$ cat config.mk
export PLATFORM = sky130hd
export DESIGN_NAME = ethernet_packet_parser
export DESIGN_NICKNAME = d
export VERILOG_FILES = /design/src/rtl/ethernet_packet_parser.sv
export SDC_FILE = /design/constraint.sdc
export NUM_CORES = 1
export LEC_CHECK = 0
export CAP_MARGIN = 15
export CORE_UTILIZATION = 55
export DETAILED_ROUTE_END_ITERATION = 16
export PLACE_DENSITY = 0.91
export SYNTH_ARGS = -nofsm -noshare
export SYNTH_HDL_FRONTEND = slang
export SYNTH_SLANG_ARGS = --single-unit
$ cat constraint.sdc
create_clock -name i_clock -period 4.2 [get_ports i_clock]
set_clock_uncertainty 0.15 [all_clocks]
set_input_delay 0.63 -clock i_clock [delete_from_list [all_inputs] [get_ports i_clock]]
set_output_delay 0.63 -clock i_clock [all_outputs]
set_load 0.03 [all_outputs]
$ cat src/rtl/ethernet_packet_parser.sv
// rtl/ethernet_packet_parser.sv - serial Ethernet frame receiver
// Recovers header, payload bytes and FCS from a one-bit-per-clock stream.
module ethernet_packet_parser #(
    parameter int MAX_LEN = 1500
) (
    input  logic        i_clock,
    input  logic        i_reset,
    input  logic        i_packet,
    input  logic        i_packetValid,
    output logic [47:0] o_rxDMAC,
    output logic [47:0] o_rxSMAC,
    output logic [15:0] o_rxLength,
    output logic [31:0] o_rxFCS,
    output logic        o_hdrValid,
    output logic [7:0]  o_dout,
    output logic        o_doutValid,
    output logic        o_frameDone,
    output logic        o_frameError
);

    typedef enum logic [2:0] {
        S_DROP,
        S_IDLE,
        S_DMAC,
        S_SMAC,
        S_LEN,
        S_PAYLOAD,
        S_FCS,
        S_GAP
    } state_t;

    state_t      r_state;
    logic [47:0] r_shift;
    logic [5:0]  r_bit_cnt;
    logic [15:0] r_byte_cnt;

    logic [47:0] w_shift_next;
    logic        w_len_bad;
    logic        w_len_zero;
    logic        w_last_byte;

    assign w_shift_next = {r_shift[46:0], i_packet};
    assign w_len_bad    = w_shift_next[15:0] > 16'(MAX_LEN);
    assign w_len_zero   = (w_shift_next[15:0] == 16'd0);
    assign w_last_byte  = ((r_byte_cnt + 16'd1) == o_rxLength);

    always_ff @(posedge i_clock) begin
        if (i_reset) begin
            r_state      <= S_DROP;
            r_shift      <= '0;
            r_bit_cnt    <= '0;
            r_byte_cnt   <= '0;
            o_rxDMAC     <= '0;
            o_rxSMAC     <= '0;
            o_rxLength   <= '0;
            o_rxFCS      <= '0;
            o_hdrValid   <= 1'b0;
            o_dout       <= '0;
            o_doutValid  <= 1'b0;
            o_frameDone  <= 1'b0;
            o_frameError <= 1'b0;
        end else begin
            o_hdrValid   <= 1'b0;
            o_doutValid  <= 1'b0;
            o_frameDone  <= 1'b0;
            o_frameError <= 1'b0;

            unique case (r_state)
                S_DROP: begin
                    if (!i_packetValid) r_state <= S_IDLE;
                end

                S_IDLE: begin
                    if (i_packetValid) begin
                        r_shift   <= w_shift_next;
                        r_bit_cnt <= 6'd1;
                        r_state   <= S_DMAC;
                    end
                end

                S_GAP: begin
                    // A frame starting with no idle cycle cannot be delimited.
                    if (i_packetValid) begin
                        o_frameError <= 1'b1;
                        r_state      <= S_DROP;
                    end else begin
                        r_state <= S_IDLE;
                    end
                end

                default: begin
                    if (!i_packetValid) begin
                        o_frameError <= 1'b1;
                        r_state      <= S_IDLE;
                    end else begin
                        r_shift   <= w_shift_next;
                        r_bit_cnt <= r_bit_cnt + 6'd1;
                        unique case (r_state)
                            S_DMAC: begin
                                if (r_bit_cnt == 6'd47) begin
                                    o_rxDMAC  <= w_shift_next;
                                    r_bit_cnt <= '0;
                                    r_state   <= S_SMAC;
                                end
                            end
                            S_SMAC: begin
                                if (r_bit_cnt == 6'd47) begin
                                    o_rxSMAC  <= w_shift_next;
                                    r_bit_cnt <= '0;
                                    r_state   <= S_LEN;
                                end
                            end
                            S_LEN: begin
                                if (r_bit_cnt == 6'd15) begin
                                    o_rxLength <= w_shift_next[15:0];
                                    r_bit_cnt  <= '0;
                                    r_byte_cnt <= '0;
                                    if (w_len_bad) begin
                                        o_frameError <= 1'b1;
                                        r_state      <= S_DROP;
                                    end else begin
                                        o_hdrValid <= 1'b1;
                                        r_state    <= w_len_zero ? S_FCS : S_PAYLOAD;
                                    end
                                end
                            end
                            S_PAYLOAD: begin
                                if (r_bit_cnt == 6'd7) begin
                                    o_dout      <= w_shift_next[7:0];
                                    o_doutValid <= 1'b1;
                                    r_bit_cnt   <= '0;
                                    r_byte_cnt  <= r_byte_cnt + 16'd1;
                                    if (w_last_byte) r_state <= S_FCS;
                                end
                            end
                            S_FCS: begin
                                if (r_bit_cnt == 6'd31) begin
                                    o_rxFCS     <= w_shift_next[31:0];
                                    o_frameDone <= 1'b1;
                                    r_bit_cnt   <= '0;
                                    r_state     <= S_GAP;
                                end
                            end
                            default: r_state <= S_DROP;
                        endcase
                    end
                end
            endcase
        end
    end

endmodule

==> out/results.txt, run 1 <==
Final setup fails - 0
DRT iter0 DRCs - 524
Crit path max-delay family - simple AND/OR/NAND/NOR gates
Number of CTS-inserted buffers - 23
Ant diodes - 0
Chip Height - 131 um
Via Count - 8727
Maximum number of pins on one net before global-route repair - 123
Max Buffers Root-to-Sink - 3
H-Tree Level Count - 1
Unrepaired setup endpoints after global routing - no
Initial antenna violation count - 0
Ports - 160
Initial core utilization - 57.0%
Hold Crit Class - register to register
Detailed Place HPWL - 15.9 mm
Gr ovfl total - 0
Seq/Total Area, Yosys - 49.9%
Start of the worst register-to-register path - r_byte_cnt[0]
Crit. End Element - register
CP peak stage delay - 550 ps
Final setup margin - 881 ps
Layout cells sized above 1 - 5.59%
CP Launch Type - register
Ys flop type - dfxtp_1
Hold_sp - o_rxDMAC[1]
Via/cell ratio - 5.73
Synth cell types - 62
Synth top area cells - dfxtp_1 (50%), nand2_1 (17%), a21oi_1 (13%)
XOR/XNOR Fraction of Synth Area - 1.82%
RD Place Congestion - 0.905
Maximum VDD drop - 0.334 mV
Post-layout min period - 3320 ps
Die Wd - 131 um
Synth async-reset ratio - 0%
Post-synth top area share - 49.9%
Largest family of logic cells by synthesized area - simple AND/OR/NAND/NOR gates
Avg Inst Size Synth - 7.67 sq um
EDFF count, synth - 0
WL per Instance - 17.1 um
Most frequent cell after synthesis - nand2_1
TritonCTS clock tree - built
CTS resizes - 0
Fin. Hold Viols - 0
Post-Syn Nets - 1199
Post-route ant nets - 0
Rows - 46
CP max FO - 8
Vias in the first global route - 8123
Postcts setup bufs - 0
CTS root buf - clkbuf_16
Worst setup path start - r_byte_cnt[0]
Worst slew pin tran - 1180 ps
Worst path bufs/invs - 0
Post-Synthesis Cells - 1193
Worst EP arrival - 3560 ps
Clock sink total - 228
Ratio of final minimum period to clock period - 79.0%
Synth Cell Area - 9160 sq um
Max_slew headroom - 21.2%
Post-Place Worst Slack - 597 ps
Status - finished, final reports clean
Crit path max-delay cell type - or4_4
CTS clk-pin slew, worst paths - 60 ps
Worst skew pair latency - 530 ps
Die area - 17200 sq um
Simple-gate portion of the synthesized area - 26.0%
Post-layout net count - 1297
DRT Pass-1 Iters - 6
Synth warn - 0
Post-CTS Hold Fix Bufs - 0
Drt drc - 0
P&R area growth vs syn - 25.5%
P_leak - 3.69 nW
TNS Setup - 0 ps
Cells along the critical path - ha_1 > nand4_4 > nor3_4 > xnor2_1 > a2111oi_2 > nand4_1 > or4_4 > nor4b_4 > a311o_1
FF+latch count, synth - 228
Gr usage total - 29.7%
Final core occ - 71.5%
Detailed Route WL - 26.0 mm
Pwr Density - 414 nW/um^2
Max-Cap Viols - 0
Compound-Gate Fraction of Synth Area - 16.3%
Post-synthesis mux area share - 0.560%
Synth Area in Adders - 0.273%
Core area - 16100 sq um
Type of the worst setup path - register to register
Max-slew violations - 0
First-pass GRT wire length - 40.1 mm
Critical Path RT - 4450 ps
Synth area leader - dfxtp_1
Post-synth top cells - nand2_1 (416), a21oi_1 (230), dfxtp_1 (228)
Fmax - 0.301 GHz
I/O Buffers - 159
[power breakdown]
group	total, W	switching (W)	internal [W]
sequential	0.00221	0.0000343	0.00218
combinational	0.000430	0.000322	0.000107
clock	0.00211	0.000862	0.00125
total	0.00475	0.00122	0.00354
[through the flow]
step / area, sq um / instances / total power [W] / hold WS [ps]
after floorplan: 9160 / 1193 / 0.00259 / 295
after global placement: 10700 / 1482 / 0.00268 / 291
after detailed placement: 10700 / 1482 / 0.00268 / 295
after CTS: 11500 / 1523 / 0.00476 / 304
after global routing: 11500 / 1523 / 0.00490 / 319
final: 11500 / 1523 / 0.00475 / 301
[flip-flops by register name, indices dropped and copies added, names as in the netlist]
signal and cells:
o_dout 8, o_doutValid 1, o_frameDone 1, o_frameError 1, o_hdrValid 1, o_rxDMAC 48, o_rxFCS 32, o_rxLength 16
o_rxSMAC 48, r_bit_cnt 6, r_byte_cnt 16, r_shift 47, r_state 3
[per-layer routing]
| layer | share of wire [%] | up-vias | GRT usage (%) |
|---|---|---|---|
| li1 | - | 4143 | - |
| met1 | 40 | 4179 | 35.6 |
| met2 | 48 | 332 | 50.4 |
| met3 | 7.8 | 73 | 7.70 |
| met4 | 3.7 | 0 | 12.6 |
| met5 | 0 | - | 0 |
[layout by cell type, fill, tap and decap left out, drive strengths merged, types with 2 or more instances in the layout]
master	netlist	routed
nand2	416	416
a21oi	230	230
dfxtp	228	228
clkdlybuf4s50	0	158
nor2	46	46
clkbuf	86	34
o21ai	21	21
xnor2	16	16
nand3	15	15
nor3	11	11
buf	10	11
inv	9	10
or3	9	9
nand4	8	8
nand2b	7	7
nor4	7	7
nand3b	6	6
or2	5	5
nand4b	4	4
mux2i	4	4
a22oi	4	4
and2	4	4
a211oi	4	4
xor2	3	3
o211ai	3	3
clkinv	0	3
and3	3	3
nor4b	3	3
or4	3	3
a31oi	2	2
nor2b	2	2
a221oi	2	2
ha	2	2
clkinvlp	0	2
and4	2	2
a2111oi	2	2
[area by class of cell]
| class | instances | area [sq um] |
|---|---|---|
| flip-flops and latches | 228 | 4560 |
| clock inverters | 7 | 80.1 |
| repair buffers | 169 | 1680 |
| well taps | 216 | 270 |
| fillers | 1207 | 4570 |
| inverters | 9 | 33.8 |
| clock buffers | 34 | 717 |
| multi-input cells | 860 | 4140 |
[path summary, 6_finish.rpt]
path	to	slack, ps	depth (start not counted)
setup / recovery	r_state[2]	880	9
hold / removal	o_rxDMAC[1]	300	2
setup reg to reg	r_state[2]	880	9
hold reg to reg	o_rxDMAC[1]	300	2
[worst min-delay path: stages, from the launching register on]
cell and delay (ps):
dfxtp_1 310, nand2_1 50, a21oi_1 50
[kinds of logic after synthesis]
group | after synthesis
fa+ha+maj | 2
xor+xnor | 19
buf+inv | 105
flops | 228
simple gates | 554
compound gates | 280
mux | 5
Note: power is estimated with default switching activity, not from simulation.
==> run 2: changes to the inputs <==
Settings changed: CORE_UTILIZATION 55 to 48, PLACE_DENSITY 0.91 to 0.85.
Clock period 4.2 ns to 2.8 ns, I/O delays scaled along.
==> run 2 against run 1 <==
Effect of this change:
- critical endpoint unchanged
- worst setup slack got worse by 870 ps
- via count rose by 2.4%
- sequential cell count is the same
- combinational power grew 85%
- non-clock buffer count rose by 75
- register-to-register slack worse by 870 ps
- final area rose by 6.6%
- clock-buffer cell count fell by 2
==> out/results.txt, run 2 (synthesis results as in run 1) <==
Worst skew pair latency - 510 ps
DRT iter0 DRCs - 646
Max-Cap Viols - 0
Initial antenna violation count - 0
Initial core utilization - 48.9%
P&R area growth vs syn - 33.8%
First-pass GRT wire length - 43.2 mm
CTS root buf - clkbuf_16
Flop2flop setup slack - 10 ps
H-Tree Level Count - 1
Hold Slack - 107 ps
R2R Path End - r_state[2]
Post-route cell area - 12300 sq um
Chip Height - 140 um
Post-layout net count - 1373
Post-layout min period - 2790 ps
Rows - 50
Final cell count without fillers - 1616
Placed cell count - 1572
WL per Instance - 16.9 um
Post-route ant nets - 0
Most common cell after layout, fill and taps aside - nand2_1
Fill count - 1478
P_leak - 4.11 nW
Type of the worst setup path - register to register
Worst slew pin tran - 662 ps
Drt drc - 0
Layout cells sized above 1 - 12.1%
Core area - 18700 sq um
Detailed Place HPWL - 17.8 mm
Max Buffers Root-to-Sink - 3
Max-slew violations - 0
Post-CTS Hold Fix Bufs - 0
Vias in the first global route - 8411
Detailed Route WL - 27.3 mm
Crit. End Element - register
Die Wd - 140 um
Worst EP arrival - 3040 ps
Via/cell ratio - 5.53
DRT Pass-1 Iters - 5
Unrepaired setup endpoints after global routing - yes
Ant diodes - 0
Placed inst area - 11300 sq um
Critical Path End - r_state[2]
Maximum VDD drop - 0.502 mV
CP Launch Type - register
Hold Crit Class - input port to register
TritonCTS clock tree - built
Start of the worst register-to-register path - r_byte_cnt[3]
Ports - 160
Fmax - 0.358 GHz
Status - finished, final reports clean
Ratio of final minimum period to clock period - 99.6%
Critical Path RT - 3050 ps
Gr ovfl total - 0
Max_slew headroom - 55.8%
Maximum number of pins on one net before global-route repair - 73
Die area - 19600 sq um
RD Place Congestion - 0.941
Fin. Hold Viols - 0
Number of CTS-inserted buffers - 24
Pwr Density - 600 nW/um^2
Via Count - 8940
Worst setup path start - r_byte_cnt[3]
Gr usage total - 27.3%
Regs by FF count - o_rxDMAC: 48 flops, o_rxSMAC: 48 flops, r_shift: 47 flops
Clock sink total - 228
Commonest cells after routing, fill and taps aside - nand2_1 (416), a21oi_1 (230), dfxtp_1 (219), clkdlybuf4s50_1 (158), buf_4 (78)
FF-to-FF path depth - 10
Final setup fails - 0
I/O Buffers - 159
CP max FO - 7
CTS clk-pin slew, worst paths - 60 ps
[run 2: final cells by class]
cell class / instances / area (sq um) / area share [%]
Multi-Input combinational cell: 860 / 4220 / 34.5
Clock buffer: 32 / 702 / 5.73
Sequential cell: 228 / 4580 / 37.4
Inverter: 9 / 33.8 / 0.276
Timing Repair Buffer: 244 / 2310 / 18.9
Tap cell: 234 / 293 / 2.39
Clock inverter: 9 / 111 / 0.909
[run 2: stage by stage]
step	setup slack, ps	setup TNS [ps]	total power (W)	utilization [%]
floorplan	43.8	0	0.00388	-
global placement	-64.6	-97.4	0.00412	60.5
detailed placement	-117	-586	0.00412	60.5
CTS	0.145	0	0.00734	65.0
global route	-93.4	-154	0.00759	65.5
finish	10.4	0	0.00735	65.5
[run 2: metal layers]
layer | up-vias | track usage [%] | share of wire (%)
li1 | 4305 | - | -
met4 | 0 | 9.02 | 2.4
met5 | - | 0 | 0
met3 | 54 | 8.34 | 8.9
met1 | 4292 | 33.7 | 42
met2 | 289 | 45.2 | 47
[run 2: worst min-delay path by stage]
| stage | startpoint | to | slack, ps | cells after the start |
|---|---|---|---|---|
| finish | i_reset | r_bit_cnt[2] | 110 | 2 |
| detailed placement | o_rxDMAC[6] | o_rxDMAC[6] | 300 | 2 |
| global placement | o_rxSMAC[6] | o_rxSMAC[6] | 290 | 2 |
| floorplan | r_shift[46] | o_rxDMAC[47] | 300 | 2 |
| global route | i_reset | o_rxLength[15] | 110 | 2 |
| CTS | i_reset | r_byte_cnt[13] | 100 | 2 |
[run 2: what timing repair did]
| action | in CTS | in global routing |
|---|---|---|
| pin swaps | 2 | 10 |
| gates resized for setup | 9 | 17 |
| setup endpoints to repair | 2 | 9 |
| setup buffers | 0 | 3 |
[run 2: worst max-delay path, stage by stage (launching register included)]
cell and delay, ps:
dfxtp_4 380, buf_4 120, nand4_1 70, buf_4 170, nor4_4 320, xnor2_2 100, a22oi_1 180, nand4b_1 140
or4_4 570, nor4b_4 140, a311o_1 330
[run 2: power by group]
group          internal [W]  switching (W)  leakage [nW]  total (W)
sequential          0.00327      0.0000473          1.84    0.00332
combinational      0.000269       0.000526          1.88   0.000796
clock               0.00195        0.00129         0.396    0.00324
